==> src/rtl/timebase_pkg.sv <==
// Shared types, default 12 MHz divisors and divisor slicing for the timebase block.
package timebase_pkg;

  typedef enum logic {
    IRQ_PULSE = 1'b0,
    IRQ_LEVEL = 1'b1
  } irq_mode_e;

  localparam int unsigned MAX_VEC_W = 32'd256;

  localparam int unsigned DIV_3MHZ = 32'd4;
  localparam int unsigned DIV_6MHZ = 32'd2;
  localparam int unsigned DIV_3KHZ = 32'd4000;
  localparam int unsigned DIV_6KHZ = 32'd2000;

  // Extracts divisor i from a packed vector of cnt_w-wide fields.
  function automatic logic [31:0] div_of(input logic [MAX_VEC_W-1:0] vec,
                                         input int unsigned i,
                                         input int unsigned cnt_w);
    logic [MAX_VEC_W-1:0] sh;
    sh = vec >> (i * cnt_w);
    sh = sh & ((MAX_VEC_W'(1) << cnt_w) - MAX_VEC_W'(1));
    return sh[31:0];
  endfunction

endpackage

==> src/rtl/timebase_ch.sv <==
// One divider channel: wrapping counter with registered enable strobe and square-wave phase.
module timebase_ch
  import timebase_pkg::*;
#(
  parameter int unsigned     CNT_W = 16,
  parameter logic [CNT_W-1:0] DIV  = CNT_W'(1)
) (
  input  logic clk,
  input  logic rst,
  input  logic run,
  input  logic resync,
  output logic en_o,
  output logic phase_o
);

  localparam logic [CNT_W-1:0] LAST = DIV - CNT_W'(1);
  localparam logic [CNT_W-1:0] HALF = DIV >> 1;

  logic [CNT_W-1:0] cnt_q, cnt_d;
  logic             en_q, en_d;
  logic             phase_q, phase_d;

  // Next-state: disabled channel stays dark, resync beats run, stalled channel holds phase.
  always_comb begin
    cnt_d   = cnt_q;
    en_d    = 1'b0;
    phase_d = phase_q;
    if (DIV == CNT_W'(0)) begin
      cnt_d   = CNT_W'(0);
      phase_d = 1'b0;
    end else if (resync) begin
      cnt_d   = CNT_W'(0);
      phase_d = (HALF == CNT_W'(0));
    end else if (run) begin
      en_d    = (cnt_q == LAST);
      phase_d = (cnt_q >= HALF);
      if (cnt_q == LAST) begin
        cnt_d = CNT_W'(0);
      end else begin
        cnt_d = cnt_q + CNT_W'(1);
      end
    end else begin
      cnt_d = cnt_q;
    end
  end

  // Channel state register.
  always_ff @(posedge clk) begin
    if (rst) begin
      cnt_q   <= CNT_W'(0);
      en_q    <= 1'b0;
      phase_q <= 1'b0;
    end else begin
      cnt_q   <= cnt_d;
      en_q    <= en_d;
      phase_q <= phase_d;
    end
  end

  assign en_o    = en_q;
  assign phase_o = phase_q;

endmodule

==> src/rtl/timebase_gen.sv <==
// Multi-channel timebase: N_CH divider channels plus a periodic interrupt counted
// from the strobes of channel IRQ_SRC.
module timebase_gen
  import timebase_pkg::*;
#(
  parameter int unsigned          N_CH     = 4,
  parameter int unsigned          CNT_W    = 16,
  parameter logic [N_CH*CNT_W-1:0] DIV_VEC = {16'd8192, 16'd4096, 16'd8, 16'd16},
  parameter int unsigned          IRQ_SRC  = 3,
  parameter int unsigned          IRQ_DIV  = 14,
  parameter irq_mode_e            IRQ_MODE = IRQ_PULSE
) (
  input  logic            clk,
  input  logic            rst,
  input  logic            run,
  input  logic            resync,
  input  logic            irq_ack,
  output logic [N_CH-1:0] en_o,
  output logic [N_CH-1:0] phase_o,
  output logic            irq_o,
  output logic            irq_overrun
);

  // Divisors cannot exceed 2^CNT_W-1: each one is a CNT_W-bit field of DIV_VEC.
  if (N_CH < 1 || N_CH > 16) begin : g_err_nch
    $error("timebase_gen: N_CH must be 1..16");
  end
  if (CNT_W < 1 || CNT_W > 32 || N_CH * CNT_W > MAX_VEC_W) begin : g_err_cntw
    $error("timebase_gen: unsupported CNT_W");
  end
  if (IRQ_SRC >= N_CH) begin : g_err_src
    $error("timebase_gen: IRQ_SRC must be below N_CH");
  end
  if (IRQ_DIV < 2 || IRQ_DIV > 255) begin : g_err_div
    $error("timebase_gen: IRQ_DIV must be 2..255");
  end

  localparam logic [MAX_VEC_W-1:0] DIV_EXT   = MAX_VEC_W'(DIV_VEC);
  localparam logic [7:0]           ICNT_LAST = 8'(IRQ_DIV - 1);

  for (genvar g = 0; g < N_CH; g++) begin : g_ch
    localparam logic [CNT_W-1:0] DIV_G = CNT_W'(div_of(DIV_EXT, g, CNT_W));
    timebase_ch #(
      .CNT_W (CNT_W),
      .DIV   (DIV_G)
    ) u_ch (
      .clk     (clk),
      .rst     (rst),
      .run     (run),
      .resync  (resync),
      .en_o    (en_o[g]),
      .phase_o (phase_o[g])
    );
  end

  logic [7:0] icnt_q, icnt_d;
  logic       irq_q, irq_d;
  logic       ovr_q, ovr_d;
  logic       src_s, ev_s;

  assign src_s = en_o[IRQ_SRC];

  // Counts source strobes; the wrap back to zero is the interrupt event.
  always_comb begin
    icnt_d = icnt_q;
    ev_s   = 1'b0;
    if (src_s) begin
      if (icnt_q == ICNT_LAST) begin
        icnt_d = 8'd0;
        ev_s   = 1'b1;
      end else begin
        icnt_d = icnt_q + 8'd1;
      end
    end else begin
      icnt_d = icnt_q;
    end
  end

  // Pulse mode mirrors the event; level mode latches it until acknowledged.
  always_comb begin
    irq_d = irq_q;
    ovr_d = ovr_q;
    if (IRQ_MODE == IRQ_LEVEL) begin
      if (ev_s) begin
        irq_d = 1'b1;
      end else if (irq_ack) begin
        irq_d = 1'b0;
      end else begin
        irq_d = irq_q;
      end
      ovr_d = ovr_q | (ev_s & irq_q & ~irq_ack);
    end else begin
      irq_d = ev_s;
      ovr_d = 1'b0;
    end
  end

  // Interrupt state register.
  always_ff @(posedge clk) begin
    if (rst) begin
      icnt_q <= 8'd0;
      irq_q  <= 1'b0;
      ovr_q  <= 1'b0;
    end else begin
      icnt_q <= icnt_d;
      irq_q  <= irq_d;
      ovr_q  <= ovr_d;
    end
  end

  assign irq_o       = irq_q;
  assign irq_overrun = ovr_q;

endmodule

==> config.mk <==
export PLATFORM = sky130hd
export DESIGN_NAME = timebase_gen
export DESIGN_NICKNAME = d
export VERILOG_FILES = /design/src/rtl/timebase_pkg.sv /design/src/rtl/timebase_ch.sv /design/src/rtl/timebase_gen.sv
export SDC_FILE = /design/constraint.sdc
export NUM_CORES = 1
export LEC_CHECK = 0
export ABC_AREA = 1
export BUFFER_PORTS_ARGS = -buffer_cell sky130_fd_sc_hd__buf_2
export CELL_PAD_IN_SITES_DETAIL_PLACEMENT = 1
export CELL_PAD_IN_SITES_GLOBAL_PLACEMENT = 2
export CORE_MARGIN = 1.5
export CORE_UTILIZATION = 25
export DETAILED_ROUTE_END_ITERATION = 7
export HOLD_SLACK_MARGIN = 0.05
export PLACE_DENSITY = 0.68
export SLEW_MARGIN = 10
export SYNTH_ARGS = -nofsm -noshare
export SYNTH_HDL_FRONTEND = slang
export SYNTH_SLANG_ARGS = --single-unit
==> constraint.sdc <==
create_clock -name clk -period 1.6 [get_ports clk]
set_input_delay 0.24 -clock clk [delete_from_list [all_inputs] [get_ports clk]]
set_output_delay 0.24 -clock clk [all_outputs]
set_load 0.02 [all_outputs]
# --- Yosys cells after proc, flatten, opt, wreduce, memory -nomap -nowiden ---
# Cells that the tools add are included.
totals:
  register_bits: 81
  output_inout_bits: 10
  input_bits: 5
op_classes:
  magnitude_cmp: 4
  eq_ne: 5
  n_bitwise: 2
  add_sub_neg: 5
  n_reduce_logical: 3
  muxes: 6
op_table:
  columns: ["cell", "count"]
  rows:
  - ["$add 16x1->16 const B", 4]
  - ["$mux 16", 4]
  - ["$eq 16x12->1 const B", 1]
  - ["$eq 16x13->1 const B", 1]
  - ["$eq 16x3->1 const B", 1]
  - ["$eq 16x4->1 const B", 1]
  - ["$ge 16x12->1 const B", 1]
  - ["$ge 16x13->1 const B", 1]
  - ["$ge 16x3->1 const B", 1]
  - ["$ge 16x4->1 const B", 1]
  - ["$add 8x1->8 const B", 1]
  - ["$eq 8x4->1 const B", 1]
  - ["$mux 8", 1]
  - ["$reduce_or 2->1", 2]
  - ["$reduce_or 3->1", 1]
  - ["$not 1->1", 2]
  - ["$mux 1", 1]

# --- Logic depth before layout (Yosys ltp) ---
depth:
  ltp_word: 2
  mapped_depth: 9
  mapped_depth_nobuf: 9

# --- By module ---
# From an unflattened synthesis, not the netlist that was laid out.
unflattened:
  hier_cells: 627
  area_unflattened_um2: 4395.5
by_module_without_submodules:
  columns: ["mod", "area_each_um2", "seq_area_each_um2", "cells_each", "n_inst"]
  rows:
  - ["timebase_ch (g_ch[2].u_ch)", 1001.0, 360.3, 143, 1]
  - ["timebase_ch (g_ch[0].u_ch)", 992.2, 360.3, 146, 1]
  - ["timebase_ch (g_ch[1].u_ch)", 987.2, 360.3, 139, 1]
  - ["timebase_ch (g_ch[3].u_ch)", 940.9, 360.3, 131, 1]
  - ["timebase_gen", 474.2, 180.2, 68, 1]

# --- Least setup slack after synthesis ---
# OpenSTA, ideal clock, no wires.
synth_path:
  path_kind: "register to register"
  start: "register g_ch[3].u_ch.cnt_q[1]"
  end: "register g_ch[3].u_ch.cnt_q[7]"
  path_stages_with_launch: 7
  arrival_time_ns: 1.174
  n_path_buf: 0
  slack_ns: 0.310
  path_cell_list: "dfxtp_1 > ha_1 > nand3_1 > nor3_4 > nand4_1 > nand2_2 > nor2_1"
synth_between:
  elab_chain_len: 2
synth_rtl:
  columns: ["item", "line_no", "text"]
  rows:
  - ["start: declaration", "timebase_ch.sv:19", "logic [CNT_W-1:0] cnt_q, cnt_d;"]
  - ["start signal: assignment", "timebase_ch.sv:54", "cnt_q <= cnt_d;"]
  - ["$add 16x1->16 or $eq 16x13->1 (tied branches)", "timebase_ch.sv:40, timebase_ch.sv:37", null]
  - ["$mux 16 *", "timebase_ch.sv:37", "if (cnt_q == LAST) begin"]
# Mark *: on every way between the ends. The rest lies on a longest branch, timed or not.
# A chain may end at the register's enable or synchronous reset.

# --- Final worst setup path ---
layout_path:
  start: "register g_ch[3].u_ch.cnt_q[0]"
  end: "register g_ch[3].u_ch.cnt_q[12]"
# The elaborated chain is that of the path after synthesis.

==> impl_results.md <==
* Status: finished, final reports clean
* Final Hold Fails at 0
* Seq. cell area at 1620 µm²
* Initial antenna violation count at 0
* Crit path from: g_ch[3].u_ch.cnt_q[0]
* Post-Syn Area at 4330 µm²
* Number of diodes at 0
* Endpoints failing setup at 0
* Cells along the critical path: ha_2 > nand3_1 > nor3_4 > buf_4 > nand3_1 > nand2_1 > inv_1 > nor2_1
* Row count at 47
* Clock power frac at 50.2%
* Drt first pass iters at 4
* Syn_nets at 651
* Count of cell types in the netlist at 37
* Launching point of the worst reg2reg path: g_ch[3].u_ch.cnt_q[0]
* Hold Crit Start: rst
* Clk buf depth at 2
* Final Skew at 0.00904 ns
* Die height at 135 µm
* Fin Setup TNS at 0 ns
* Pwr per Cell Area at 887 nW/µm²
* CTS Buf Count at 9
* Vias in the first global route at 4181
* Share of async-settable or async-resettable flops after synthesis at 0%
* Top post-synthesis cells by area: dfxtp_1 (37%), nand2_1 (13%), nor2_1 (10%), inv_1 (6.2%), nand3_1 (4.6%)
* Critical Path End Type: register
* CTS tree: yes
* Share of cells above drive strength 1 at 11.8%
* Area taken by multi-input logic gates at 2310 µm²
* Count leader, synth: nand2_1
* CP dominant cell by count: nand3_1
* #FFs+latches synth at 81
* Final Power at 4400 µW
* Clock sinks at 81
* Net count, final at 667
* CTS clock-pin slew for the worst setup and hold paths at 0.06 ns
* Synth Instances at 636
* Clk_lat worst skew at 0.35 ns
* Met1 usage at 16.9%
* Root Driver: clkbuf_16
* Post-DP HPWL at 8370 µm
* Top-area cell type share of the netlist area at 37.5%
* # hold bufs at CTS at 0
* Switching Share at 22.2%
* Max-cap violations at 0
* Met2 Use GR at 23.6%
* First-pass GRT wire length at 19800 µm
* Seq/Total Area, Yosys at 37.5%
* Power Internal at 3420 µW
* Routed Wire Length at 11200 µm
* Syn Area/Cell at 6.80 µm²
* Routability Congestion at 0.778
* Routed WL per cell at 12.8 µm
* Total number of vias at 3958
* Crit start category: register
* Core Area at 16800 µm²
* HP Class: input pin to register
* RSZ-0062 raised after global routing: no
* Main synth FF type: dfxtp_1
* Yosys warning total at 0
* Crit-path slowest cell: dfxtp_1
* DRC viols at 0
* Crit-path max cell delay at 0.40 ns
* Worst EP arrival at 1.78 ns
* Port-buffer cells at 12
* Filler Cell Count at 2094
* Fmax at 674 MHz
* Comb pwr share at 3.4%
* Top Usage Layer GRT: met2
* DR vias/cell at 4.52
* Overall Global Routing Usage at 13.8%
* Global route overflow at 0
* DRT antenna net count at 0
* Tcrit/Tclk final at 92.7%
* Io pins at 15
* Leading area contributor after synthesis: dfxtp_1
* Layout area overhead at 14.6%
* Final slew viol count at 0
* Die area at 18100 µm²
* Met3 usage at 3.68%
* Sequential Power Share at 46.3%
* Post-synth EDFFs at 0
* Htree depth at 3
* Die W at 135 µm
* P_sw at 976 µW
* Critical path peak fanout at 4
* Synth top cells by count: nand2_1 (149), nor2_1 (120), dfxtp_1 (81)
* Lkg Pwr at 0.00185 µW
* Peak VDD IR at 533 µV
* DRT iter0 DRCs at 140
* Worst Setup Path Type: register to register
* Largest net degree at the start of global routing at 21
* Crit path time final at 1.48 ns
* Initial core utilization at 25.8%
* WP data required at 1.89 ns
stage by stage:
step / worst slack, ns / std cells / utilization, % / area, µm² / hold slack (ns)
after global placement: 0.135 / 860 / 27.7 / 4630 / 0.447
final: 0.116 / 875 / 29.6 / 4960 / 0.146
after detailed placement: 0.0821 / 860 / 27.7 / 4630 / 0.466
after floorplan: 0.310 / 636 / - / 4330 / 0.309
after CTS: 0.0530 / 874 / 29.4 / 4930 / 0.138
after global routing: 0.00522 / 875 / 29.6 / 4960 / 0.158
state kept, by name, indices dropped and copies added (netlist names):
| signal | cells |
|---|---|
| irq_o | 1 |
| icnt_q | 8 |
| g_ch.u_ch.en_o | 4 |
| g_ch.u_ch.phase_o | 4 |
| g_ch.u_ch.cnt_q | 64 |
cell type report:
class	count	area share [%]
clock buffer	10	4.62
inverter	76	5.75
sequential	81	32.7
tap	220	5.55
clock inverter	4	1.41
multi-input combinational	461	46.6
timing repair buffer	23	3.38
routing by layer:
metal	vias to the layer above	wire length, µm
met1	1890	5390
met5	-	0
met2	26	5400
met4	0	136
met3	10	275
li1	2032	-
cell families after synthesis:
group	after synthesis	share of synthesized area (%)
other cells	1	0.0867
xor+xnor	18	3.64
compound gates	54	6.80
simple gates	378	39.6
flops	81	37.5
buf+inv	94	9.54
fa+ha+maj	10	2.89
critical path, delay by kind of cell, from the launching register on:
kind,cells,cell delay [ns]
simple gates,5,0.61
buf+inv,2,0.20
fa+ha+maj,1,0.24
flops,1,0.40
worst paths after layout:
check                           slack, ns                      to  depth (start not counted)
worst max-delay path                 0.12  g_ch[3].u_ch.cnt_q[12]                          8
worst min-delay path                 0.15               icnt_q[5]                          2
worst max register to register       0.12  g_ch[3].u_ch.cnt_q[12]                          8
worst min register to register       0.48  g_ch[3].u_ch.cnt_q[15]                          2
cell usage in the layout (no fill, tap or decap), types with 12 or more instances in the layout:
master / n
nor2_1: 118
nand2_1: 149
o21ai_0: 14
buf_2: 12
nand4_1: 21
dfxtp_1: 81
inv_1: 72
nor3_1: 13
a21oi_1: 27
nand3_1: 40
xor2_1: 13
power groups by stage:
stage / clock (µW) / sequential [µW] / combinational [µW]
after floorplan: 0 / 2080 / 99.4
after global placement: 0 / 2080 / 151
after CTS: 2300 / 2040 / 154
final: 2210 / 2040 / 151
after global routing: 2390 / 2040 / 170
after detailed placement: 0 / 2080 / 154
repair_timing:
action                                  CTS  global route
endpoints found under the setup margin    0            20
buffers inserted                          0             1
resized for setup                         0             5
endpoints found under the hold margin     0             0
(Power assumes the default switching activity.)
